--- src/rtl/latency_probe.sv ---
// Latency probe: drives a 1..NUM_SAMPLES ramp into a pipeline under test, measures its
// latency and counts corrupted samples. Optional macro LATENCY_PROBE_FIRST_ERR_EN adds first-error capture.
module latency_probe #(
    parameter int WIDTH       = 8,
    parameter int MAX_LATENCY = 64,
    parameter int NUM_SAMPLES = 255,
    localparam int CNT_W      = $clog2(MAX_LATENCY + 1)
) (
    input  logic             clk,
    input  logic             reset,
    input  logic             start,
    output logic [WIDTH-1:0] probe_dout,
    input  logic [WIDTH-1:0] probe_din,
    output logic             busy,
    output logic             done,
    output logic             timeout,
    output logic [CNT_W-1:0] latency,
    output logic [15:0]      mismatch_cnt
`ifdef LATENCY_PROBE_FIRST_ERR_EN
    ,
    output logic [WIDTH-1:0] first_err_idx,
    output logic             first_err_valid
`endif
);

    typedef enum logic [2:0] {
        IDLE_ST      = 3'd0,
        FLUSH_ST     = 3'd1,
        SEND_WAIT_ST = 3'd2,
        CHECK_ST     = 3'd3,
        FINISH_ST    = 3'd4
    } state_t;

    localparam logic [CNT_W-1:0] MAX_LAT_C     = CNT_W'(MAX_LATENCY);
    localparam logic [WIDTH-1:0] LAST_SAMPLE_C = WIDTH'(NUM_SAMPLES);
    localparam logic [WIDTH-1:0] LAST_RX_C     = WIDTH'(NUM_SAMPLES - 1);
    localparam logic [WIDTH-1:0] ZERO_C        = WIDTH'(0);
    localparam logic [WIDTH-1:0] ONE_C         = WIDTH'(1);
    localparam logic [WIDTH-1:0] TWO_C         = WIDTH'(2);
    localparam logic             SINGLE_C      = (NUM_SAMPLES == 1);

    state_t             state_r;
    state_t             state_next_s;
    logic [CNT_W-1:0]   flush_cnt_r;
    logic [CNT_W-1:0]   lat_cnt_r;
    logic [WIDTH-1:0]   rx_idx_r;
    logic [WIDTH-1:0]   expected_r;
    logic [WIDTH-1:0]   probe_dout_r;
    logic               busy_r;
    logic               done_r;
    logic               busy_s;
    logic               done_s;
    logic               timeout_r;
    logic [CNT_W-1:0]   latency_r;
    logic [15:0]        mismatch_cnt_r;
    logic               start_ok_s;
    logic               flush_last_s;
    logic               din_nz_s;
    logic               lat_hit_s;
    logic               rx_last_s;
    logic               mismatch_s;
    logic [WIDTH-1:0]   cmp_val_s;

    assign start_ok_s   = (state_r == IDLE_ST) && start;
    assign flush_last_s = (state_r == FLUSH_ST) && (flush_cnt_r == MAX_LAT_C);
    assign din_nz_s     = (probe_din != ZERO_C);
    assign lat_hit_s    = (lat_cnt_r == MAX_LAT_C);
    assign rx_last_s    = (state_r == CHECK_ST) && (rx_idx_r == LAST_RX_C);

    // Value the current response sample is compared against; 1 is the first ramp value.
    always_comb begin
        cmp_val_s  = expected_r;
        mismatch_s = 1'b0;
        if (state_r == SEND_WAIT_ST) begin
            cmp_val_s  = ONE_C;
            mismatch_s = din_nz_s && (probe_din != ONE_C);
        end else if (state_r == CHECK_ST) begin
            cmp_val_s  = expected_r;
            mismatch_s = (probe_din != expected_r);
        end else begin
            cmp_val_s  = expected_r;
            mismatch_s = 1'b0;
        end
    end

    // State register.
    always_ff @(posedge clk) begin
        if (reset) begin
            state_r <= IDLE_ST;
        end else begin
            state_r <= state_next_s;
        end
    end

    // Next-state logic.
    always_comb begin
        state_next_s = state_r;
        case (state_r)
            IDLE_ST: begin
                if (start) state_next_s = FLUSH_ST;
                else       state_next_s = IDLE_ST;
            end
            FLUSH_ST: begin
                if (flush_last_s) state_next_s = SEND_WAIT_ST;
                else              state_next_s = FLUSH_ST;
            end
            SEND_WAIT_ST: begin
                if (din_nz_s)       state_next_s = SINGLE_C ? FINISH_ST : CHECK_ST;
                else if (lat_hit_s) state_next_s = FINISH_ST;
                else                state_next_s = SEND_WAIT_ST;
            end
            CHECK_ST: begin
                if (rx_last_s) state_next_s = FINISH_ST;
                else           state_next_s = CHECK_ST;
            end
            FINISH_ST: state_next_s = IDLE_ST;
            default:   state_next_s = IDLE_ST;
        endcase
    end

    // Output decode from the next state so busy/done come straight out of flops.
    always_comb begin
        busy_s = 1'b0;
        done_s = 1'b0;
        case (state_next_s)
            FLUSH_ST, SEND_WAIT_ST, CHECK_ST: busy_s = 1'b1;
            FINISH_ST:                        done_s = 1'b1;
            default: begin
                busy_s = 1'b0;
                done_s = 1'b0;
            end
        endcase
    end

    // Status flag registers.
    always_ff @(posedge clk) begin
        if (reset) begin
            busy_r <= 1'b0;
            done_r <= 1'b0;
        end else begin
            busy_r <= busy_s;
            done_r <= done_s;
        end
    end

    // Transmit ramp: free-running once launched, so it does not depend on the receive side.
    always_ff @(posedge clk) begin
        if (reset) begin
            probe_dout_r <= ZERO_C;
        end else if (start_ok_s || ((state_r == FLUSH_ST) && !flush_last_s)) begin
            probe_dout_r <= ZERO_C;
        end else if (flush_last_s) begin
            probe_dout_r <= ONE_C;
        end else if (probe_dout_r != ZERO_C) begin
            probe_dout_r <= (probe_dout_r == LAST_SAMPLE_C) ? ZERO_C : probe_dout_r + ONE_C;
        end else begin
            probe_dout_r <= probe_dout_r;
        end
    end

    // Flush, latency and receive-index counters.
    always_ff @(posedge clk) begin
        if (reset) begin
            flush_cnt_r <= '0;
            lat_cnt_r   <= '0;
            rx_idx_r    <= ZERO_C;
            expected_r  <= ZERO_C;
        end else begin
            if (start_ok_s)
                flush_cnt_r <= '0;
            else if ((state_r == FLUSH_ST) && !flush_last_s)
                flush_cnt_r <= flush_cnt_r + CNT_W'(1);
            else
                flush_cnt_r <= flush_cnt_r;

            if (flush_last_s)
                lat_cnt_r <= '0;
            else if ((state_r == SEND_WAIT_ST) && !din_nz_s && !lat_hit_s)
                lat_cnt_r <= lat_cnt_r + CNT_W'(1);
            else
                lat_cnt_r <= lat_cnt_r;

            // Expected always advances in CHECK: a corrupted sample never resyncs the stream.
            if ((state_r == SEND_WAIT_ST) && din_nz_s) begin
                rx_idx_r   <= ONE_C;
                expected_r <= TWO_C;
            end else if (state_r == CHECK_ST) begin
                rx_idx_r   <= rx_idx_r + ONE_C;
                expected_r <= expected_r + ONE_C;
            end else begin
                rx_idx_r   <= rx_idx_r;
                expected_r <= expected_r;
            end
        end
    end

    // Measurement results; held in IDLE until the next accepted start.
    always_ff @(posedge clk) begin
        if (reset || start_ok_s) begin
            timeout_r      <= 1'b0;
            latency_r      <= '0;
            mismatch_cnt_r <= 16'h0000;
        end else begin
            if ((state_r == SEND_WAIT_ST) && din_nz_s) begin
                timeout_r <= timeout_r;
                latency_r <= lat_cnt_r;
            end else if ((state_r == SEND_WAIT_ST) && lat_hit_s) begin
                timeout_r <= 1'b1;
                latency_r <= '1;
            end else begin
                timeout_r <= timeout_r;
                latency_r <= latency_r;
            end

            if (mismatch_s && (mismatch_cnt_r != 16'hFFFF))
                mismatch_cnt_r <= mismatch_cnt_r + 16'h0001;
            else
                mismatch_cnt_r <= mismatch_cnt_r;
        end
    end

`ifdef LATENCY_PROBE_FIRST_ERR_EN
    logic [WIDTH-1:0] first_err_idx_r;
    logic             first_err_valid_r;

    // First-error capture; the compare value equals the ramp index of the sample.
    always_ff @(posedge clk) begin
        if (reset || start_ok_s) begin
            first_err_idx_r   <= ZERO_C;
            first_err_valid_r <= 1'b0;
        end else if (mismatch_s && !first_err_valid_r) begin
            first_err_idx_r   <= cmp_val_s;
            first_err_valid_r <= 1'b1;
        end else begin
            first_err_idx_r   <= first_err_idx_r;
            first_err_valid_r <= first_err_valid_r;
        end
    end

    assign first_err_idx   = first_err_idx_r;
    assign first_err_valid = first_err_valid_r;
`else
    logic unused_cmp_s;
    assign unused_cmp_s = ^cmp_val_s;
`endif

    assign probe_dout   = probe_dout_r;
    assign busy         = busy_r;
    assign done         = done_r;
    assign timeout      = timeout_r;
    assign latency      = latency_r;
    assign mismatch_cnt = mismatch_cnt_r;

endmodule

--- config.mk ---
export PLATFORM = sky130hd
export DESIGN_NAME = latency_probe
export DESIGN_NICKNAME = d
export VERILOG_FILES = /design/src/rtl/latency_probe.sv
export SDC_FILE = /design/constraint.sdc
export NUM_CORES = 1
export LEC_CHECK = 0
export ABC_CLOCK_PERIOD_IN_PS = 4700
export BUFFER_PORTS_ARGS = -buffer_cell sky130_fd_sc_hd__clkbuf_2
export CORE_UTILIZATION = 60
export CTS_BUF_LIST = sky130_fd_sc_hd__clkbuf_4 sky130_fd_sc_hd__clkbuf_8
export DETAILED_ROUTE_END_ITERATION = 7
export GPL_TIMING_DRIVEN = 1
export PLACE_DENSITY = 0.83
export SLEW_MARGIN = 20
export SYNTH_ARGS = -nofsm -noshare
export SYNTH_HDL_FRONTEND = slang
export SYNTH_SLANG_ARGS = --single-unit
export TNS_END_PERCENT = 10
--- constraint.sdc ---
create_clock -name clk -period 4.7 [get_ports clk]
set_input_delay 0.47 -clock clk [delete_from_list [all_inputs] [get_ports clk]]
set_output_delay 0.47 -clock clk [all_outputs]
set_load 0.005 [all_outputs]
; ---- After elaboration in Yosys (flattened, before gate mapping)
; Index checks and enable logic that the tools add are counted.
[totals]
regBits = 67
input_bits = 11
output_inout_bits = 34
wordCells = 82
[classes]
addsub = 6
eq_ne = 14
mux = 19
bitwise = 1
n_reduce_logical = 28
[ops]
columns = operator, n
row1 = $add 8x1->8 const B, 3
row2 = $add 16x1->16 const B, 1
row3 = $eq 8x8->1 const B, 2
row4 = $ne 16x16->1 const B, 1
row5 = $reduce_bool 8->1, 2
row6 = $add 7x1->7 const B, 2
row7 = $eq 7x7->1 const B, 2
row8 = $mux 7, 2
row9 = $eq 3x2->1 const B, 4
row10 = $pmux 3 s4, 1
row11 = $logic_and 1x1->1, 10
row12 = $mux 1, 9
row13 = $mux 3, 3
row14 = $mux 8, 1
row15 = $ne 8x1->1 const B, 1
row16 = $ne 8x8->1, 1
row17 = $reduce_or 2->1, 4
row18 = $eq 3x1->1 const B, 2
row19 = $mux 2, 3
row20 = $reduce_bool 2->1, 3
row21 = $reduce_or 3->1, 2
row22 = $eq 3x3->1 const B, 1
row23 = $logic_not 1->1, 3
row24 = $logic_not 3->1, 1
row25 = other kinds (3), 4

; ---- Logic depth before layout (Yosys ltp)
; Gate-level depths: netlist of the first run.
[logic_depth]
depth_word = 7
depth_mapped = 8
depth_no_buf = 7

; ---- Worst setup path before layout of the first run
; No wires, ideal clock.
[synth_timing]
path_type = register -> register
startpoint = register mismatch_cnt_r[0] (netlist: mismatch_cnt[0])
endpoint = register mismatch_cnt_r[1] (netlist: mismatch_cnt[1])
setup_time_ns = 0.128
t_arrival_ns = 1.782
required_time_ns = 4.572
slack_ns = 2.790
stages_incl_launch_ff = 9
n_path_buf = 2
period_less_slack_ns = 1.910
path_cell_list = dfxtp_1 > ha_1 > nand2_1 > or2_4 > o32ai_4 > buf_6 > buf_6 > mux2i_1 > nor2_1
[synth_between]
elab_chain_cells = 2
elab_cells_between_ends = 3
cone_classes = 1 x add/sub / 1 x eq/ne / 1 x reduce/logical
[synth_rtl]
columns = element, line_no
row1 = start: declaration, 55  ; logic [15:0] mismatch_cnt_r;
row2 = start signal: assignment, 216  ; mismatch_cnt_r <= mismatch_cnt_r + 16'h0001;
row3 = start signal: assignment, 218  ; mismatch_cnt_r <= mismatch_cnt_r;
row4 = branches (longest 2 deep; another with $add 16x1->16), n/a
; Several ways; the timed one is not identified.
; A chain may end at the register's enable or synchronous reset.

; ---- Worst setup path after layout of the first run
[layout_timing]
startpoint = input probe_din[4]
endpoint = register rx_idx_r[1]
[layout_between]
elab_chain_cells = 3
[layout_rtl]
columns = element, line_no
row1 = start: declaration, 13  ; input logic [WIDTH-1:0] probe_din,
row2 = $reduce_bool 8->1, 66  ; assign din_nz_s = (probe_din != ZERO_C);
row3 = $logic_and 1x1->1, 184  ; if ((state_r == SEND_WAIT_ST) && din_nz_s) begin
row4 = $reduce_or 2->1 (no line), n/a
row5 = end signal: assignment, 188  ; rx_idx_r <= rx_idx_r + ONE_C;
row6 = end signal: assignment, 191  ; rx_idx_r <= rx_idx_r;
row7 = end: declaration, 46  ; logic [WIDTH-1:0] rx_idx_r;
; No other way between the ends.

==> flow_summary.toml, run 1 <==
[final_layout]
final_common_cell = "dfxtp_1"
final_core_utilization_pct = 70.4
stdcell_area_um2 = 3600
mostFrequentLayoutCells = "dfxtp_1, nor2_1, clkbuf_2"
nNetsFinal = 423
nFillCells = 398
fin_cells = 477
areaGrowthSynthToFinish_pct = 12.7
drive_gt1_share_pct = 17.2
diodes = 0

[sta]
tightest_slew_ns = 0.859
rsz0062_at_grt = "no"
hold_ws_ns = 0.495
final_max_slew_viol_count = 0
hold_violations = 0
period_minus_slack_ns = 2.40
final.setup.tns_ns = 0
finalCritPeriodShare_pct = 51.1
setup_viol = 0
skew_ns = 0.00920
post-route-worst-setup-slack_ns = 2.30
max-slew-margin-rel_pct = 42.7
max_freq_ghz = 0.417

[die]
fp.dieW_um = 74.9
row_count = 26
start_util_pct = 62.5
die_y_um = 74.9
core-area_um2 = 5110
die-area_um2 = 5620
floorplan.io_pins = 45

[logic_synthesis]
synth_simple_gate_area_share_pct = 26.7
synthAdderAreaFrac_pct = 3.92
synth_flop_cell = "dfxtp_1"
synth.avg_cell_area_um2 = 8.89
synth-compound-area-share_pct = 11.4
syn_inst = 359
yosys-top-cells-area = "dfxtp_1, xor2_1, nor2_1"
ys_ff_latch = 67
synth_xor_area_share_pct = 11.3
yosysTopAreaCell = "dfxtp_1"
synth_fp_nets = 380
synth_area_um2 = 3190
ys_warn_count = 0
synth_top_family_by_area = "simple AND/OR/NAND/NOR gates"
ys_types = 46
muxShareOfSynthArea_pct = 1.25
async_flop_share_pct = 0
ys_seq_area_share_pct = 42.0
synth_top_area_share_pct = 42.0
synth_edf_count = 0

[min_path]
min_path_type = "flip-flop to flip-flop"
holdPathStages = 2
min_from = "mismatch_cnt[10]"
hold-path-endpoint = "mismatch_cnt[10]"

[critical_path]
cp_data_required_time_ns = 4.93
r2r-end = "mismatch_cnt[15]"
worstPathMaxFanout = 18
end_kind = "flip-flop"
reg2reg_depth = 5
critPathArrivalTime_ns = 2.63
r2r_setup_slack_ns = 2.33
startpoint_type = "input pin"
crit_type = "input pin to flip-flop"
r2r-start = "state_r[0]"

[routing]
vias = 2670
drt-initial-drc-count = 171
wl_per_cell_um = 13.2
wl_um = 6280
antenna_left = 0
drt_first_pass_iters = 5
viasPerCell = 5.60
drc = 0

[cts]
h-tree-depth = 3
clock_sinks = 67
root_buffer = "clkbuf_8"
clk_path_buf_depth = 2
insertion_delay_ns = 0.32
hold_buffers = 0
cts_buffers = 9
cts_tree = "built"
path_clk_slew_ns = 0.07
cts_setup_buffers = 0
cts-resized-gates = 0

[grt]
antenna_found_initial = 0
grt_pass1_vias = 2328
grt_pass1_wl_um = 9930
grt_usage_pct = 23.1
grt_max_degree = 33
grt_overflow = 0

[outcome]
status = "finished, final reports clean"

[placed_design]
dpl.cell_count = 461
post-place-ws_ns = 1.99
dpl-instance-area_um2 = 3430
dp_hpwl_um = 4370
port_buffers = 44
finalWeightedCongestion = 0.829

[pwr]
finalPower_mw = 1.01
p_leak_nw = 1.43
peakVddDrop_mv = 0.246
p_per_area_nw_per_um2 = 280

[flow_run]
cap_violations = 0
## critical path, stage by stage
cell and delay (ns):
clkbuf_2 0.10, nor4_1 0.41, and3b_1 0.35, nand2b_1 0.53, nand2b_1 0.44, a211oi_1 0.32
## cell usage after synthesis, drive strengths merged, types with 2 or more instances
cell / count
o31ai: 4
o21a: 2
and3b: 2
and4: 4
a31oi: 4
xnor2: 9
or3: 3
a211oi: 10
and3: 7
dfxtp: 67
nor2: 62
nand3: 19
nor4: 7
inv: 10
nor3: 5
clkbuf: 4
a21oi: 16
ha: 10
mux2i: 4
or4: 9
nand2b: 4
nand2: 22
xor2: 32
o21ai: 4
o211ai: 5
buf: 8
nand4: 13
or2: 2
## state kept, by name (all words and copies together) (netlist names), 3 cells and up
register / count
expected_r: 8
flush_cnt_r: 7
lat_cnt_r: 7
latency: 7
mismatch_cnt: 16
probe_dout: 8
rx_idx_r: 8
state_r: 3
## layer usage
| metal | part of all wire [%] | vias up | GRT usage (%) |
|---|---|---|---|
| met5 | 0 | - | 0 |
| met4 | 0.72 | 0 | 10.1 |
| met3 | 3.8 | 4 | 3.75 |
| met2 | 47 | 57 | 38.4 |
| met1 | 49 | 1252 | 29.6 |
| li1 | - | 1357 | - |
## kinds of logic (layout without fill, tap and decap cells)
family,after synthesis,count (layout)
simple gates,165,165
flops,67,67
compound gates,50,50
xor+xnor,41,41
buf+inv,22,70
fa+ha+maj,10,10
mux,4,4
## layout make-up
cell class | count | area (um2) | area share, %
clock buffers | 11 | 139 | 3.86
inverters | 10 | 37.5 | 1.04
repair buffers | 44 | 220 | 6.12
clock inverters | 5 | 30.0 | 0.835
multi-input cells | 270 | 1740 | 48.4
well taps | 70 | 87.6 | 2.44
flip-flops and latches | 67 | 1340 | 37.3
## worst max path at each step
stage                               start                to  slack, ns  cells past startpoint
after floorplan           mismatch_cnt[0]   mismatch_cnt[1]       2.79                      8
after global placement       probe_din[4]       rx_idx_r[1]       2.06                      6
after detailed placement     probe_din[4]       rx_idx_r[1]       1.99                      6
after CTS                      state_r[0]  mismatch_cnt[15]       2.32                      5
after global routing         probe_din[4]       rx_idx_r[1]       2.05                      6
final                        probe_din[4]       rx_idx_r[1]       2.30                      6
## power by group
group	leakage (nW)	internal (mW)	switching, mW
logic	0.799	0.0108	0.0218
registers	0.540	0.570	0.00226
clock network	0.0859	0.200	0.203
total	1.43	0.781	0.227
Note: power is estimated with default switching activity, not from simulation.
==> inputs of run 2 (changes only) <==
ABC_CLOCK_PERIOD_IN_PS = 2100   (was 4700)
CORE_UTILIZATION = 53   (was 60)
PLACE_DENSITY = 0.78   (was 0.83)
clock period = 2.1 ns   (was 4.7 ns; I/O delays follow)
==> run 2 against run 1 <==
Setup slack lost 2.1 ns; non-clock buffer count up 9; combinational power rose by 140%; hold slack worse by 0.23 ns; via count is 3.6% higher; clock skew down 0.00077 ns; register-to-register slack got worse by 2.2 ns; total power increased by 140%; utilization fell by 4.6 points; final cell count is 2.3% higher; critical endpoint is now mismatch_cnt[10]; largest cell class unchanged; largest power group unchanged.
==> flow_summary.toml, run 2 (same netlist as run 1, synthesis figures left out) <==
[grt]
grt_pass1_vias = 2512
grt_max_degree = 19
grt_overflow = 0
antenna_found_initial = 0
grt_pass1_wl_um = 11100
grt_usage_pct = 22.5

[sta]
final_max_slew_viol_count = 0
rsz0062_at_grt = "yes"
setup_viol = 0
finalCritPeriodShare_pct = 91.4
post-route-worst-setup-slack_ns = 0.180
max-slew-margin-rel_pct = 59.7
period_minus_slack_ns = 1.92
hold_violations = 0
tightest_slew_ns = 0.605
skew_ns = 0.00843
max_freq_ghz = 0.521

[final_layout]
areaGrowthSynthToFinish_pct = 16.3
nFillCells = 473
drive_gt1_share_pct = 18.8
stdcell_area_um2 = 3710
nNetsFinal = 432
largest_register_ffs = 16
final_common_cell = "dfxtp_1"
diodes = 0
mostFrequentLayoutCells = "dfxtp_1, nor2_1, clkbuf_2"
final_core_utilization_pct = 65.8

[die]
floorplan.io_pins = 45
core-area_um2 = 5640
die_y_um = 79.6
start_util_pct = 56.6
row_count = 27
fp.dieW_um = 79.6
die-area_um2 = 6340

[cts]
cts-resized-gates = 0
clk_path_buf_depth = 2
path_clk_slew_ns = 0.07
cts_buffers = 9
root_buffer = "clkbuf_8"
cts_setup_buffers = 0
cts_tree = "built"
hold_buffers = 0
clock_sinks = 67
h-tree-depth = 3
insertion_delay_ns = 0.34

[critical_path]
r2r-end = "mismatch_cnt[10]"
endpoint = "mismatch_cnt[10]"
end_kind = "flip-flop"
startpoint_type = "flip-flop"
r2r_setup_slack_ns = 0.18
crit_type = "flip-flop to flip-flop"
worstPathMaxFanout = 11
reg2reg_depth = 7
cp_data_required_time_ns = 2.36
critPathArrivalTime_ns = 2.18
r2r-start = "expected_r[5]"
startpoint = "expected_r[5]"

[routing]
drc = 0
antenna_left = 0
drt-initial-drc-count = 148
wl_per_cell_um = 13.5
viasPerCell = 5.67
vias = 2766
drt_first_pass_iters = 5
wl_um = 6570

[placed_design]
dpl-instance-area_um2 = 3500
port_buffers = 44
post-place-ws_ns = 0.113
dp_hpwl_um = 4660
finalWeightedCongestion = 0.757

[pwr]
p_leak_nw = 1.49
p_per_area_nw_per_um2 = 658
peakVddDrop_mv = 0.328

[min_path]
min_path_type = "input pin to flip-flop"

[flow_run]
cap_violations = 0

[outcome]
status = "finished, final reports clean"
## run 2: cell count changes in the layout (fill, tap and decap cells not counted)
| cell | previous run | this run |
|---|---|---|
| nor4_2 | 3 | 2 |
| clkbuf_8 | 9 | 10 |
| clkinv_2 | 3 | 1 |
| buf_4 | 0 | 8 |
| bufinv_16 | 0 | 1 |
| a31o_1 | 0 | 1 |
| a31o_2 | 1 | 0 |
| buf_6 | 0 | 1 |
| nor4_4 | 0 | 1 |
## run 2: final cells by class
class / count / area [um2] / share of cell area [%]
Clock inverter: 4 / 50.0 / 1.35
Timing Repair Buffer: 53 / 292 / 7.85
Multi-Input combinational cell: 270 / 1750 / 47.1
Clock buffer: 12 / 153 / 4.11
Tap cell: 72 / 90.1 / 2.43
Inverter: 10 / 37.5 / 1.01
Sequential cell: 67 / 1340 / 36.1
## run 2: worst min path at each step
stage / from / endpoint / slack (ns) / cells after the start
2_1_floorplan: reset / probe_dout[2] / 0.44 / 3
3_3_place_gp: mismatch_cnt[10] / mismatch_cnt[10] / 0.47 / 2
3_5_place_dp: timeout / timeout / 0.50 / 2
4_1_cts: reset / state_r[0] / 0.26 / 3
5_1_grt: reset / state_r[0] / 0.27 / 3
6_report: reset / rx_idx_r[0] / 0.27 / 3
## run 2: metal layers
layer | share of wire [%] | vias to the layer above | GRT usage [%]
li1 | - | 1376 | -
met1 | 47 | 1311 | 27.9
met2 | 47 | 64 | 36.2
met3 | 3.9 | 15 | 4.11
met4 | 1.9 | 0 | 13.1
met5 | 0 | - | 0
## run 2: worst max-delay path, stage by stage (launching register included)
cell and delay [ns]:
dfxtp_1 0.41, xor2_1 0.22, nor4_2 0.09, a21boi_4 0.21
o32ai_4 0.15, buf_4 0.20, or4_1 0.40, a21oi_1 0.16
## run 2: through the flow
| stage | hold slack (ns) | instances | total power, mW | TNS, ns |
|---|---|---|---|---|
| 5_1_grt | 0.273 | 488 | 2.53 | -0.00653 |
| 6_report | 0.265 | 488 | 2.44 | 0 |
| 4_1_cts | 0.262 | 488 | 2.46 | 0 |
| 2_1_floorplan | 0.436 | 359 | 1.36 | 0 |
| 3_5_place_dp | 0.502 | 472 | 1.39 | 0 |
| 3_3_place_gp | 0.474 | 472 | 1.39 | 0 |
## run 2: power by group
group,internal [mW],leakage [nW],switching [mW]
logic,0.0280,0.848,0.0510
registers,1.27,0.540,0.00483
clock network,0.605,0.0994,0.478
==> inputs of run 3 (changes only) <==
ABC_AREA = 1   (was not set)
CORE_UTILIZATION = 54   (was 53)
==> run 3 against run 2 <==
Non-clock buffer count down 5; setup slack better by 0.015 ns; flip-flop and latch count unchanged; clock power down 6%; largest power group unchanged; critical path type unchanged; sequential share of layout area down 2.1 points; total power down 1.8%; critical path depth unchanged; largest cell class unchanged; clock-buffer cell count up 1.
==> flow_summary.toml, run 3 <==
[grt]
grt_pass1_wl_um = 12400
grt_max_degree = 19
grt_overflow = 0
grt_pass1_vias = 2907
grt_usage_pct = 24.2
antenna_found_initial = 0

[logic_synthesis]
synth_area_um2 = 3460
synth_edf_count = 0
synthTopCellsByCount = "nand2_1, dfxtp_1, nor2_1"
async_flop_share_pct = 0
synth_top_area_share_pct = 38.7
syn_inst = 491
synth_fp_nets = 512
ys_ff_latch = 67
ys_types = 36
synth_most_common_cell = "nand2_1"
yosysTopAreaCell = "dfxtp_1"
synth_flop_cell = "dfxtp_1"
ys_warn_count = 0
yosys-top-cells-area = "dfxtp_1, nand2_1, nor2_1"
synth.avg_cell_area_um2 = 7.05
ys_seq_area_share_pct = 38.7

[critical_path]
cpPeakStageDelay_ns = 0.43
critPathArrivalTime_ns = 2.18
cp_cell_sequence = "ha_1, nand3_1, nor3_4, nand3_4, nand2_4, nand2_1, a21oi_1"
crit_buf_inv = 0
startpoint_type = "flip-flop"
crit_type = "flip-flop to flip-flop"
end_kind = "flip-flop"
worst_path_max_delay_cell = "dfxtp_1"
cp_top_family = "simple AND/OR/NAND/NOR gates"
cp_data_required_time_ns = 2.38
worstPathMaxFanout = 17

[final_layout]
areaGrowthSynthToFinish_pct = 13.9
nFillCells = 555
diodes = 0
mostFrequentLayoutCells = "nand2_1, dfxtp_1, nor2_1"
nNetsFinal = 562
final_common_cell = "nand2_1"
stdcell_area_um2 = 3950
largest_register_ffs = 16
drive_gt1_share_pct = 16.3

[pwr]
seqPwrFrac_pct = 53.5
peakVddDrop_mv = 0.410
p_sw_share_pct = 23.2
p_leak_nw = 1.57
combPwrFrac_pct = 4.5
p_per_area_nw_per_um2 = 608
p_int_mw = 1.84
p_sw_mw = 0.557
pwr-share-clk_pct = 42.0

[routing]
viasPerCell = 5.24
wl_um = 7440
drc = 0
vias = 3249
antenna_left = 0
drt-initial-drc-count = 172
wl_per_cell_um = 12.0
drt_first_pass_iters = 4

[cts]
clk_path_buf_depth = 2
hold_buffers = 0
insertion_delay_ns = 0.35
cts_tree = "built"
path_clk_slew_ns = 0.07
clock_sinks = 67
cts-resized-gates = 0
root_buffer = "clkbuf_8"
h-tree-depth = 3
cts_buffers = 9
cts_setup_buffers = 0

[die]
core-area_um2 = 6060
start_util_pct = 57.1
fp.dieW_um = 82.1
floorplan.io_pins = 45
die-area_um2 = 6740
die_y_um = 82.1
row_count = 28

[placed_design]
dpl-instance-area_um2 = 3760
port_buffers = 44
finalWeightedCongestion = 0.835
dp_hpwl_um = 5460

[sta]
rsz0062_at_grt = "no"
final.setup.tns_ns = 0
finalCritPeriodShare_pct = 90.7
hold_ws_ns = 0.172
hold_violations = 0
max_freq_ghz = 0.525
setup_viol = 0
final_max_slew_viol_count = 0
tightest_slew_ns = 0.530
max-slew-margin-rel_pct = 64.5
skew_ns = 0.00706
period_minus_slack_ns = 1.90

[min_path]
min_path_type = "input pin to flip-flop"

[flow_run]
cap_violations = 0

[outcome]
status = "finished, final reports clean"
[run 3: cell count changes after synthesis, moves of 11 or more]
cell     delta
nand2_1    +80
xor2_1     -18
nor3_1     +11
o21ai_0    +20
a21oi_1    +15
nand3_1    +25
inv_1      +46
[run 3: power by group through the flow]
stage,logic (mW),registers (mW),clock network (mW)
2_1_floorplan,0.0724,1.31,0
3_3_place_gp,0.105,1.31,0
3_5_place_dp,0.107,1.31,0
4_1_cts,0.108,1.28,1.02
5_1_grt,0.121,1.28,1.07
6_report,0.107,1.28,1.01
[run 3: through the flow]
step	std cells	power, mW	utilization [%]	setup WS (ns)
5_1_grt	620	2.48	65.1	0.0286
4_1_cts	620	2.42	65.1	0.191
3_3_place_gp	605	1.42	62.1	0.334
3_5_place_dp	605	1.42	62.1	0.218
6_report	620	2.40	65.1	0.195
2_1_floorplan	491	1.38	-	0.432
[run 3: worst register-to-register path, cell delays in order, from the launching register on]
cell and delay, ns:
dfxtp_1 0.43, ha_1 0.26, nand3_1 0.23, nor3_4 0.26, nand3_4 0.22, nand2_4 0.23
nand2_1 0.07, a21oi_1 0.14
[run 3: path summary, 6_finish.rpt]
path	from	end	slack, ns	depth (start not counted)
setup / recovery	mismatch_cnt[0]	mismatch_cnt[11]	0.20	7
hold / removal	reset	rx_idx_r[0]	0.17	2
setup reg to reg	mismatch_cnt[0]	mismatch_cnt[11]	0.20	7
hold reg to reg	flush_cnt_r[6]	flush_cnt_r[6]	0.45	1
[run 3: cell type report]
cell class | instances | area, um2 | share of cell area (%)
clock inverters | 2 | 10.0 | 0.254
multi-input cells | 352 | 1840 | 46.7
inverters | 63 | 236 | 5.99
clock buffers | 13 | 173 | 4.38
well taps | 75 | 93.8 | 2.38
repair buffers | 48 | 250 | 6.34
flip-flops and latches | 67 | 1340 | 34.0
[run 3: per-layer routing]
| metal | vias to the layer above | track usage [%] | share of wire (%) |
|---|---|---|---|
| met2 | 57 | 40.2 | 47 |
| met5 | - | 0 | 0 |
| met1 | 1493 | 29.1 | 47 |
| met4 | 0 | 13.7 | 2.1 |
| met3 | 16 | 4.56 | 3.7 |
| li1 | 1683 | - | - |
[run 3: kinds of logic after synthesis]
logic type | synth area share, %
AO/OA/AOI/OAI | 10.8
XOR/XNOR | 5.82
adder cells (fa/ha/maj) | 3.61
buffers and inverters | 8.13
flip-flops | 38.7
AND/OR/NAND/NOR | 32.9
